--- config.mk ---
export PLATFORM = sky130hd
export DESIGN_NAME = pipe_hazard_ctrl
export DESIGN_NICKNAME = d
export VERILOG_FILES = /design/src/rtl/pipe_ctrl_pkg.sv /design/src/rtl/sat_counter.sv /design/src/rtl/pipe_hazard_ctrl.sv
export SDC_FILE = /design/constraint.sdc
export NUM_CORES = 1
export LEC_CHECK = 0
export CAP_MARGIN = 25
export CORE_ASPECT_RATIO = 2
export CORE_UTILIZATION = 35
export CTS_CLUSTER_SIZE = 28
export DETAILED_ROUTE_END_ITERATION = 8
export HOLD_SLACK_MARGIN = 0.12
export PLACE_DENSITY_LB_ADDON = 0.05
export SLEW_MARGIN = 20
export SYNTH_ARGS = -nofsm -noshare
export SYNTH_HDL_FRONTEND = slang
export SYNTH_HIERARCHICAL = 1
export SYNTH_SLANG_ARGS = --single-unit
--- constraint.sdc ---
create_clock -name clk_i -period 2.7 [get_ports clk_i]
set_input_delay 0.54 -clock clk_i [delete_from_list [all_inputs] [get_ports clk_i]]
set_output_delay 0.54 -clock clk_i [all_outputs]
set_load 0.02 [all_outputs]
--- src/rtl/pipe_ctrl_pkg.sv ---
// Shared types for the pipeline stall/flush controller.
// Holds the D-cache miss FSM state encoding and the default counter width.
package pipe_ctrl_pkg;

  typedef enum logic [1:0] {
    IDLE      = 2'd0,
    WRITEBACK = 2'd1,
    REFILL    = 2'd2,
    RESUME    = 2'd3
  } miss_state_t;

  localparam int DEF_CNT_W = 16;

endpackage

--- src/rtl/sat_counter.sv ---
// Saturating up-counter; sticks at all-ones instead of wrapping.
// Ports: clk_i, rst_i (async high), inc_i (count enable), cnt_o (value).
module sat_counter #(
  parameter int W = 16
) (
  input  logic         clk_i,
  input  logic         rst_i,
  input  logic         inc_i,
  output logic [W-1:0] cnt_o
);

  logic [W-1:0] cnt_q;
  logic [W-1:0] cnt_d;

  always_comb begin
    cnt_d = cnt_q;
    if (inc_i && (cnt_q != '1)) begin
      cnt_d = cnt_q + W'(1);
    end
  end

  always_ff @(posedge clk_i or posedge rst_i) begin
    if (rst_i) begin
      cnt_q <= '0;
    end else begin
      cnt_q <= cnt_d;
    end
  end

  assign cnt_o = cnt_q;

endmodule

--- src/rtl/pipe_hazard_ctrl.sv ---
// Central stall/flush controller: load-use hazard, branch flush masking,
// D-cache miss sequencing over req/ack, and saturating perf counters.
// Inputs: ID/EX hazard fields, branch_taken, MEM access/hit/dirty, mem_ack.
// Outputs: Stall/NoOp/PCWrite/Flush/Miss_stall, mem_req/mem_write,
// cache_refill, miss_cnt, miss_cyc.
module pipe_hazard_ctrl
  import pipe_ctrl_pkg::*;
#(
  parameter int CNT_W = DEF_CNT_W
) (
  input  logic             clk_i,
  input  logic             rst_i,
  input  logic [4:0]       IFID_RS1addr_i,
  input  logic [4:0]       IFID_RS2addr_i,
  input  logic             IDEX_MemRead_i,
  input  logic [4:0]       IDEX_RDaddr_i,
  input  logic             branch_taken_i,
  input  logic             EXMEM_MemRead_i,
  input  logic             EXMEM_MemWrite_i,
  input  logic             cache_hit_i,
  input  logic             cache_dirty_i,
  input  logic             mem_ack_i,
  output logic             Stall_o,
  output logic             NoOp_o,
  output logic             PCWrite_o,
  output logic             Flush_o,
  output logic             Miss_stall_o,
  output logic             mem_req_o,
  output logic             mem_write_o,
  output logic             cache_refill_o,
  output logic [CNT_W-1:0] miss_cnt_o,
  output logic [CNT_W-1:0] miss_cyc_o
);

  miss_state_t state_q;
  logic        mem_req_q;
  logic        mem_write_q;
  logic        refill_q;

  logic miss;
  logic idle;
  logic lu;
  logic miss_start;

  assign idle = (state_q == IDLE);
  assign miss = (EXMEM_MemRead_i | EXMEM_MemWrite_i) & ~cache_hit_i;
  assign miss_start = idle & miss;

  // Combinational so the pipeline freezes on the edge the miss is seen.
  assign Miss_stall_o = miss_start | ~idle;

  assign lu = IDEX_MemRead_i
            & (IDEX_RDaddr_i != 5'd0)
            & ((IDEX_RDaddr_i == IFID_RS1addr_i)
             | (IDEX_RDaddr_i == IFID_RS2addr_i));

  // A miss outranks the bubble; lu is re-evaluated once released.
  assign Stall_o   = lu & ~Miss_stall_o;
  assign NoOp_o    = Stall_o;
  assign Flush_o   = branch_taken_i & ~Stall_o & ~Miss_stall_o;
  assign PCWrite_o = ~lu & ~Miss_stall_o;

  // Outputs are registered from the next state, so they stay pure
  // decodes of state_q while being flop outputs.
  always_ff @(posedge clk_i or posedge rst_i) begin
    if (rst_i) begin
      state_q     <= IDLE;
      mem_req_q   <= 1'b0;
      mem_write_q <= 1'b0;
      refill_q    <= 1'b0;
    end else begin
      mem_req_q   <= 1'b0;
      mem_write_q <= 1'b0;
      refill_q    <= 1'b0;
      unique case (state_q)
        IDLE: begin
          if (miss) begin
            mem_req_q <= 1'b1;
            if (cache_dirty_i) begin
              state_q     <= WRITEBACK;
              mem_write_q <= 1'b1;
            end else begin
              state_q <= REFILL;
            end
          end
        end
        WRITEBACK: begin
          mem_req_q <= 1'b1;
          if (mem_ack_i) begin
            state_q <= REFILL;
          end else begin
            mem_write_q <= 1'b1;
          end
        end
        REFILL: begin
          if (mem_ack_i) begin
            state_q  <= RESUME;
            refill_q <= 1'b1;
          end else begin
            mem_req_q <= 1'b1;
          end
        end
        RESUME: begin
          state_q <= IDLE;
        end
      endcase
    end
  end

  assign mem_req_o      = mem_req_q;
  assign mem_write_o    = mem_write_q;
  assign cache_refill_o = refill_q;

  sat_counter #(.W(CNT_W)) u_miss_cnt (
    .clk_i (clk_i),
    .rst_i (rst_i),
    .inc_i (miss_start),
    .cnt_o (miss_cnt_o)
  );

  sat_counter #(.W(CNT_W)) u_miss_cyc (
    .clk_i (clk_i),
    .rst_i (rst_i),
    .inc_i (Miss_stall_o),
    .cnt_o (miss_cyc_o)
  );

endmodule

==> results by group <==
Synthesis
  • Area share of the leading cell type in the synthesized netlist: 44.7%
  • Cells taking the most area after synthesis: sky130_fd_sc_hd__dfrtp_1 45%, sky130_fd_sc_hd__xnor2_1 14%, sky130_fd_sc_hd__ha_1 4.2%
  • Synthesized netlist cell count: 195
  • Post-Syn Area: 0.00207 sq mm
  • Syn Area/Cell: 10.6 sq um
  • Post-synthesis cell type count: 30
  • Flip-flop and latch count after synthesis: 37
  • Syn Nets: 226
  • Yosys warns: 6
  • Cell taking the most area after synthesis: sky130_fd_sc_hd__dfrtp_1
  • Sequential area share after synthesis: 44.7%

Critical path
  • Capture instance of the worst register-to-register path: u_miss_cyc/cnt_o[14]
  • Cells along the critical path: clkdlybuf4s50_1, o21bai_1, nand2_1, buf_4, clkdlybuf4s50_1
  • Setup crit end: Miss_stall_o
  • Critical path required time: 2160 ps
  • Worst-case register-to-register setup slack: 630 ps
  • Critical path fanouts, max: 8
  • CP bufs+invs: 3
  • Crit path DAT: 2040 ps
  • Crit path launch: cache_hit_i
  • Worst path max stage delay: 620 ps
  • R2R Path Start: state_q[0]
  • Stages on worst setup path: 5
  • Cell type with the highest occurrence count on the critical path: sky130_fd_sc_hd__clkdlybuf4s50_1
  • Category of cells accounting for the largest share of critical-path delay: buffers and inverters
  • Length in cells of the worst reg-to-reg path: 8
  • Critical path class: in -> out
  • Cell at the slowest stage of the critical path: sky130_fd_sc_hd__clkdlybuf4s50_1
  • Type of origin of the critical path: input pin
  • Kind of end point of the critical path: primary output

Global routing
  • GRT overflow: 0
  • Met2 layer usage reported by global route: 31.8%
  • Maximum number of pins on one net before global-route repair: 17
  • Antenna violations before repair: 0
  • Combined global-route utilization of all metal layers: 16.7%
  • First-pass GRT wire length: 8.22 mm
  • Fraction of met1 tracks used by global routing: 17.6%
  • Top Usage Layer GRT: met2
  • Number of global-route vias before repair: 1743
  • Met3 Resource Use GR: 2.45%

Placement
  • Routability congestion estimate from global placement: 0.763
  • Buffers added on ports: 63
  • Inst Count DP: 326
  • Post-place setup slack: -283 ps
  • Post-place instance area: 0.00283 sq mm
  • Sum of net half-perimeters after detailed placement: 3.79 mm

Status
  • Status: finished, final reports clean

Cells and area
  • Final-stage net count: 303
  • Finished Layout Cells: 333
  • Share of post-route cells with drive strength above 1: 12.5%
  • Layout overhead on the synthesized area: 42.5%
  • Final Cell Area: 0.00296 sq mm
  • Number of diodes: 0

Worst hold path
  • Class of the tightest hold or removal check: reg -> reg
  • Min-delay src: u_miss_cyc/cnt_o[15]

Power and ir drop
  • Total power draw: 2320 uW
  • Areal power density over the cells: 784 mW/mm^2
  • Lkg Pwr: 0.00130 uW
  • Worst IR Drop VDD: 715 uV

Drt
  • Routed vias/inst: 5.14
  • Detailed-route wire length: 4.85 mm
  • Violation count after the first detailed-routing iteration: 38
  • Average wire length per cell after detail routing: 14.6 um
  • Number of nets with antenna violations after detailed routing: 0
  • Total DRC errors in the routed layout: 0
  • Routed vias: 1710
  • Initial DRT Pass Iterations: 4

Clock tree
  • Clock slew seen by the registers of the worst setup and hold paths: 50 ps
  • Clock sinks: 37
  • TritonCTS buffer count: 5
  • PostCTS Resize Cnt: 10
  • CTS Root Cell: sky130_fd_sc_hd__clkbuf_16
  • CTS Buffer Depth: 2
  • Post-CTS setup-driven buffer insertion count: 0
  • CTS H-tree depth: 2
  • Clock insertion delay at the later pin of the skew report: 270 ps
  • Hold buffer count at CTS: 0
  • CTS tree: built

STA
  • Worst Tran Pin Value: 643 ps
  • Worst relative slew slack: 57.1%
  • Fmax achieved: 388 MHz
  • Hold violation count in the final report: 0
  • Max-slew violation count: 0
  • Setup repair after global routing missed its margin: false
  • Tmin final: 2580 ps
  • Clock tree skew after final layout: 3.49 ps
  • Period Utilization, post-route: 95.5%
  • Number of setup violations in the final report: 0
  • Post-layout worst setup margin: 122 ps

Floorplan
  • Starting density of the core: 36.3%
  • Number of placement rows: 39
  • Height of the chip: 111 um
  • Total Die Area: 0.00625 sq mm
  • Number of top-level pins: 64
  • Core Footprint: 0.00571 sq mm
  • DIE WIDTH: 56.4 um

Job
  • Max_cap viols: 0
cells in the final DEF (no fill, tap or decap), types with 2 or more instances in the layout:
cell and count:
sky130_fd_sc_hd__clkbuf_2 2, sky130_fd_sc_hd__inv_1 8, sky130_fd_sc_hd__nand4_1 10, sky130_fd_sc_hd__mux2_2 4, sky130_fd_sc_hd__nand2_1 16, sky130_fd_sc_hd__nand4_4 2, sky130_fd_sc_hd__buf_2 2, sky130_fd_sc_hd__o21a_1 3
sky130_fd_sc_hd__and3_1 8, sky130_fd_sc_hd__clkbuf_16 5, sky130_fd_sc_hd__nor4_4 2, sky130_fd_sc_hd__nand3_1 17, sky130_fd_sc_hd__ha_1 7, sky130_fd_sc_hd__buf_4 8, sky130_fd_sc_hd__clkdlybuf4s50_1 59, sky130_fd_sc_hd__nand4_2 2
sky130_fd_sc_hd__xnor2_1 32, sky130_fd_sc_hd__mux2i_1 6, sky130_fd_sc_hd__dfrtp_1 37, sky130_fd_sc_hd__nor2_1 9, sky130_fd_sc_hd__nand2b_1 2, sky130_fd_sc_hd__nand2_2 2, sky130_fd_sc_hd__o21ai_0 2, sky130_fd_sc_hd__and2_1 3
sky130_fd_sc_hd__and4_2 2, sky130_fd_sc_hd__and3_2 2, sky130_fd_sc_hd__and4_1 6, sky130_fd_sc_hd__a21oi_1 6
Yosys cell counts (all sizes together):
master and number:
o21a 3, o22ai 1, dfrtp 37, inv 8, a21oi 6, o21ai 2
nand2b 2, o21bai 1, nor2 9, and4 8, and2 3, nand4 14
nand3 17, nand2 18, mux2 4, buf 1, xnor2 32, nor4 2
ha 7, and3b 1, mux2i 6, nor2b 1, or4 1, and3 10
nor3 1
cell families after synthesis:
kind of cell	after synthesis	share of synthesized area, %
AOI/OAI and AO/OA	13	3.68
xor gates and xnor gates	32	13.5
adders and majority gates	7	4.22
buffers and inverters	9	1.81
DFF	37	44.7
muxes	10	5.07
and+or+nand+nor	87	27.0
stage by stage:
| step | util (%) | hold slack [ps] | setup TNS [ps] |
|---|---|---|---|
| floorplan | - | 319 | 0 |
| global placement | 49.6 | 507 | -1020 |
| detailed placement | 49.6 | 509 | -1060 |
| CTS | 52.2 | 517 | 0 |
| global route | 51.8 | 535 | 0 |
| finish | 51.8 | 514 | 0 |
report_power, final:
group / total, uW / internal (uW) / switching [uW]
sequential: 838 / 682 / 157
clock: 569 / 362 / 206
combinational: 911 / 455 / 455
metal layers:
metal / wire length (um) / vias to the layer above
met5: 0 / -
met4: 72 / 0
met3: 127 / 6
li1: - / 845
met2: 2850 / 34
met1: 1800 / 825
registers in the layout, indices dropped and copies added, names as in the netlist:
name	count
u_miss_cyc/cnt_o	16
mem_write_o	1
state_q	2
cache_refill_o	1
mem_req_o	1
u_miss_cnt/cnt_o	16
area by class of cell:
class	count	area (sq um)
fillers	535	2750
multi-input cells	149	1110
flip-flops and latches	37	926
repair buffers	71	671
clock buffers	7	143
well taps	61	76.3
inverters	8	30.0
how the worst min path moves through the flow:
stage | to | depth (start not counted) | slack (ps)
2_1_floorplan | cache_refill_o | 1 | 320
3_3_place_gp | u_miss_cyc/cnt_o[15] | 1 | 510
3_5_place_dp | u_miss_cyc/cnt_o[15] | 1 | 510
4_1_cts | state_q[1] | 2 | 520
5_1_grt | u_miss_cyc/cnt_o[15] | 1 | 540
6_report | u_miss_cyc/cnt_o[15] | 1 | 510
(Power assumes the default switching activity.)
